File: config.mk
export PLATFORM = sky130hd
export DESIGN_NAME = hamming_tx_scheduler
export DESIGN_NICKNAME = d
export VERILOG_FILES = /design/src/rtl/hamming_pkg.sv /design/src/rtl/hamming_encoder.sv /design/src/rtl/hamming_tx_scheduler.sv
export SDC_FILE = /design/constraint.sdc
export NUM_CORES = 1
export LEC_CHECK = 0
export BUFFER_PORTS_ARGS = -buffer_cell sky130_fd_sc_hd__buf_2
export CORE_ASPECT_RATIO = 0.8
export CORE_UTILIZATION = 35
export CTS_BUF_LIST = sky130_fd_sc_hd__clkbuf_8
export DETAILED_ROUTE_END_ITERATION = 16
export PLACE_DENSITY_LB_ADDON = 0.15
export SLEW_MARGIN = 5
export SYNTH_ARGS = -nofsm -noshare
export SYNTH_HDL_FRONTEND = slang
export SYNTH_SLANG_ARGS = --single-unit
File: constraint.sdc
create_clock -name clk -period 2.11 [get_ports clk]
set_clock_uncertainty 0.15 [all_clocks]
set_input_delay 0.422 -clock clk [delete_from_list [all_inputs] [get_ports clk]]
set_output_delay 0.422 -clock clk [all_outputs]
set_load 0.1 [all_outputs]
File: src/rtl/hamming_pkg.sv
// Shared widths and FSM encoding for the Hamming(7,4) transmit scheduler.
package hamming_pkg;

    localparam int DATA_W = 4;
    localparam int CODE_W = 7;
    localparam int BYTE_W = 8;

    typedef enum logic [1:0] {
        ST_IDLE = 2'd0,
        ST_LO   = 2'd1,
        ST_HI   = 2'd2
    } state_e;

endpackage

File: src/rtl/hamming_encoder.sv
// Combinational Hamming(7,4) encoder: parity bits at c0, c1, c3; data at c2, c4, c5, c6.
module hamming_encoder
    import hamming_pkg::*;
(
    input  logic [DATA_W-1:0] data_i,
    output logic [CODE_W-1:0] code_o
);

    always_comb begin
        code_o[0] = data_i[0] ^ data_i[1] ^ data_i[3];
        code_o[1] = data_i[0] ^ data_i[2] ^ data_i[3];
        code_o[2] = data_i[0];
        code_o[3] = data_i[1] ^ data_i[2] ^ data_i[3];
        code_o[4] = data_i[1];
        code_o[5] = data_i[2];
        code_o[6] = data_i[3];
    end

endmodule

File: src/rtl/hamming_tx_scheduler.sv
// Round-robin scheduler feeding NREQ byte requesters through one Hamming(7,4)
// encoder; each granted byte leaves as two codewords, low nibble first.
module hamming_tx_scheduler
    import hamming_pkg::*;
#(
    parameter int NREQ = 4
) (
    input  logic                      clk,
    input  logic                      rst,
    input  logic [NREQ-1:0]           req_valid,
    input  logic [NREQ*BYTE_W-1:0]    req_data,
    output logic [NREQ-1:0]           req_ready,
    output logic                      out_valid,
    input  logic                      out_ready,
    output logic [CODE_W-1:0]         out_code,
    output logic [$clog2(NREQ)-1:0]   out_id,
    output logic                      out_last,
    output logic                      busy,
    output logic [1:0]                dbg_state_o
);

    localparam int IDW = $clog2(NREQ);

    // Handshakes: a byte moves when req_valid[i] && req_ready[i]; a codeword
    // moves when out_valid && out_ready. Once out_valid rises, out_code,
    // out_id and out_last stay stable until that transfer happens.

    state_e              state_q, state_d;
    logic [IDW-1:0]      rr_ptr_q, rr_ptr_d;
    logic [BYTE_W-1:0]   byte_q, byte_d;
    logic [IDW-1:0]      id_q, id_d;
    logic [CODE_W-1:0]   code_q, code_d;
    logic                last_q, last_d;

    logic                gnt_found;
    logic [IDW-1:0]      gnt_idx;
    logic [IDW:0]        cand;
    logic [BYTE_W-1:0]   gnt_byte;
    logic [DATA_W-1:0]   enc_in;
    logic [CODE_W-1:0]   enc_out;

    // First valid requester at or above rr_ptr_q, wrapping past NREQ-1.
    always_comb begin
        gnt_found = 1'b0;
        gnt_idx   = '0;
        cand      = '0;
        for (int i = 0; i < NREQ; i++) begin
            cand = {1'b0, rr_ptr_q} + (IDW+1)'(i);
            if (cand >= (IDW+1)'(NREQ)) begin
                cand = cand - (IDW+1)'(NREQ);
            end
            if (!gnt_found && req_valid[cand[IDW-1:0]]) begin
                gnt_found = 1'b1;
                gnt_idx   = cand[IDW-1:0];
            end
        end
    end

    always_comb begin
        gnt_byte = '0;
        for (int r = 0; r < NREQ; r++) begin
            if (gnt_idx == IDW'(r)) begin
                gnt_byte = req_data[r*BYTE_W +: BYTE_W];
            end
        end
    end

    // The single encoder sees the incoming low nibble while idle and the
    // captured high nibble afterwards.
    assign enc_in = (state_q == ST_IDLE) ? gnt_byte[DATA_W-1:0]
                                         : byte_q[BYTE_W-1:DATA_W];

    hamming_encoder u_encoder (
        .data_i (enc_in),
        .code_o (enc_out)
    );

    always_comb begin
        state_d   = state_q;
        rr_ptr_d  = rr_ptr_q;
        byte_d    = byte_q;
        id_d      = id_q;
        code_d    = code_q;
        last_d    = last_q;
        req_ready = '0;
        case (state_q)
            ST_IDLE: begin
                if (gnt_found) begin
                    req_ready[gnt_idx] = 1'b1;
                    byte_d  = gnt_byte;
                    id_d    = gnt_idx;
                    code_d  = enc_out;
                    last_d  = 1'b0;
                    state_d = ST_LO;
                end
            end
            ST_LO: begin
                if (out_ready) begin
                    code_d  = enc_out;
                    last_d  = 1'b1;
                    state_d = ST_HI;
                end
            end
            ST_HI: begin
                if (out_ready) begin
                    state_d  = ST_IDLE;
                    rr_ptr_d = (id_q == IDW'(NREQ-1)) ? '0 : id_q + 1'b1;
                end
            end
            default: begin
                state_d = ST_IDLE;
            end
        endcase
    end

    always_ff @(posedge clk or posedge rst) begin
        if (rst) begin
            state_q  <= ST_IDLE;
            rr_ptr_q <= '0;
            byte_q   <= '0;
            id_q     <= '0;
            code_q   <= '0;
            last_q   <= 1'b0;
        end else begin
            state_q  <= state_d;
            rr_ptr_q <= rr_ptr_d;
            byte_q   <= byte_d;
            id_q     <= id_d;
            code_q   <= code_d;
            last_q   <= last_d;
        end
    end

    assign out_valid   = (state_q != ST_IDLE);
    assign busy        = (state_q != ST_IDLE);
    assign out_code    = code_q;
    assign out_id      = id_q;
    assign out_last    = last_q;
    assign dbg_state_o = state_q;

endmodule

==> run_results.csv <==
group,metric,value,unit
synthesis,synth_warnings,0,
route,avgRoutedWirePerCell,12.8,um
layout,final_cell_mix,"buf_2 (52), buf_4 (24), nand2_1 (22)",
place,portBuffers,56,
sta,worst_slack,-0.231,ns
worst_setup_path,rr_worst_depth,9,
cts,clk_pin_slew,0.07,ns
worst_setup_path,rrSetupSlack,-0.15,ns
cts,cts_buffers,3,
synthesis,synth.area.mux_share,16.9,%
cts,cts_tree,"done",
route,dr.pass1.iters,3,
synthesis,synth_seq_cells,18,
place,dp_hpwl,2620,um
synthesis,async_flop_share,100,%
synthesis,yosysUniqueCellTypes,38,
synthesis,netlist_top_cells_area,"dfrtp_1 (36%), mux2i_1 (10%), nand2_1 (6.9%)",
worst_setup_path,cp_common_cell,"buf_12",
route,num_vias,1251,
floorplanning,io_pins,57,
cts,root_buffer,"clkbuf_8",
layout,instances_no_fill,259,
worst_setup_path,worstPathRequired,1.54,ns
sta,relSlewSlack,53.8,%
worst_setup_path,setup.worst_path.start,"rr_ptr_q[0]$_DFFE_PP0P_",
synthesis,yosysSeqAreaShare,35.9,%
worst_setup_path,start_kind,"flip-flop",
global_routing,grt_overflow,0,
worst_setup_path,worstPathArrival,1.77,ns
place,dp.cells,244,
cts,cts_buffer_depth,2,
worst_setup_path,cp-end-kind,"primary output",
layout,final_core_util,62.4,%
synthesis,synthCells,130,
global_routing,use_met1,23.0,%
floorplanning,start_util,36.7,%
synthesis,synth_fp_nets,170,
worst_setup_path,path_max_fanout,4,
synthesis,synthAdderAreaFrac,0.996,%
worst_setup_path,timing.rr.start,"rr_ptr_q[0]$_DFFE_PP0P_",
route,first_iter_violations,45,
global_routing,track_usage,19.1,%
worst_setup_path,path_class,"flip-flop to primary output",
worst_hold_path,holdCritPathClass,"input port to asynchronous set/reset pin",
worst_setup_path,crit_slowest_cell,"dfrtp_2",
sta,period_share,111,%
synthesis,synthXorXnorAreaFrac,4.58,%
synthesis,netlist_area,1260,sq um
layout,diodes,0,
global_routing,grtUsageMet2,32.7,%
worst_setup_path,crit_buf_inv,2,
sta,slew_violations,0,
global_routing,antenna_found_initial,0,
route,final_antenna_net_count,0,
synthesis,yosys.area_share.simple,20.9,%
sta,min_period,2.34,ns
cts,clkLatencyLatePin,0.26,ns
layout,final_common_cell,"buf_2",
layout,nets,258,
sta,rsz0062_at_grt,"yes",
route,drt_wl_total,3330,um
synthesis,synth_top_flop_cell,"dfrtp_1",
status,violations,"negative setup slack",
global_routing,top_usage_layer,"met2",
sta,finalHoldViolations,0,
global_routing,first_global_vias,1242,
place,gp_congestion,0.774,
cts,cts_sinks,18,
sta,max_freq,427,MHz
global_routing,grt_max_degree,19,
route,routed_via_density,4.83,
worst_setup_path,r2r-end,"out_code[1]$_DFFE_PP0P_",
worst_setup_path,crit_family,"flip-flops",
synthesis,yosys.area.top_type,"dfrtp_1",
floorplanning,rows,19,
synthesis,synth_compound_gate_area_share,16.4,%
layout,syn2layout_area_growth,70.0,%
global_routing,grt_pass1_wl,5450,um
synthesis,synth_edf_count,0,
synthesis,synth_top_family_by_area,"simple AND/OR/NAND/NOR gates",
flow_run,drv_cap,0,
synthesis,syn_area_per_cell,9.66,sq um
route,remaining_drc_errors,0,
status,outcome,"finished with violations",
synthesis,synth_top_area_share,35.9,%
floorplanning,dieArea,3830,sq um
floorplanning,core,3420,sq um
cts,htree_levels,1,
sta,finalSetupViolCount,8,
sta,tns,-1.33,ns
layout,layout-drive-gt1-share,61.3,%
worst_setup_path,cpPeakStageDelay,0.44,ns
global_routing,grt_use_met3,4.92,%
worst_setup_path,path_cells,"nor2b_4 > a211o_1 > and2_4 > buf_12 > nor4_4 > buf_12",
floorplanning,die_h,55.6,um
floorplanning,fp.dieW,69.0,um
cts,cts_hold_buffers,0,
sta,tightestPinTransition,0.692,ns
## worst max-delay path by stage
stage,endpoint,depth (start not counted),slack [ns]
6_report,req_ready[0],6,-0.23
2_1_floorplan,req_ready[0],4,-0.74
3_5_place_dp,out_code[0]$_DFFE_PP0P_,8,-0.34
5_1_grt,req_ready[2],6,-0.29
4_1_cts,req_ready[2],5,-0.26
3_3_place_gp,out_code[1]$_DFFE_PP0P_,9,-0.27
## cells by family after synthesis
logic type      after synthesis
fa+ha+maj                     1
compound gates               27
simple gates                 49
mux                          20
flops                        18
xor+xnor                      4
buf+inv                      11
## through the flow
step / setup WS [ns] / cell area [sq um] / hold slack, ns
after floorplan: -0.738 / 1370 / 0.211
after global placement: -0.269 / 1900 / 0.306
after detailed placement: -0.341 / 1900 / 0.321
after CTS: -0.262 / 2080 / 0.134
after global routing: -0.292 / 2140 / 0.155
final: -0.231 / 2140 / 0.112
## state kept, by name, summed over array words and instances, names as in the netlist
register	count
out_last	1
dbg_state_o	2
out_id	2
out_code	7
byte_q	4
rr_ptr_q	2
## Yosys cell counts, types with 2 or more instances
cell type	n
mux2_2	6
inv_1	5
o21ai_0	11
nor3_1	2
xnor2_1	2
nor2_1	9
nand3_1	2
a211o_1	4
nor4_1	2
nand2_1	23
dfrtp_1	18
nor2b_1	2
nand3b_1	2
a21oi_1	4
mux2i_1	13
clkbuf_1	3
## layer usage
layer  vias up  wire length (um)
met4         0                48
met1       571              1440
li1        635                 -
met2        36              1690
met5         -                 0
met3         9               148
## what timing repair did
item,in CTS,in global routing
buffers inserted,9,3
endpoints found under the hold margin,0,0
pin swaps,10,11
setup endpoints to repair,13,13
resized for setup,18,17
## final cells by class
class | instances | area, sq um
clock buffers | 4 | 55.1
fillers | 295 | 1290
inverters | 5 | 18.8
multi-input cells | 101 | 897
flip-flops and latches | 18 | 460
well taps | 42 | 52.6
repair buffers | 89 | 652
Power is not shown: default switching activity piles up to over one toggle a cycle in this logic, so the estimate is an artifact.
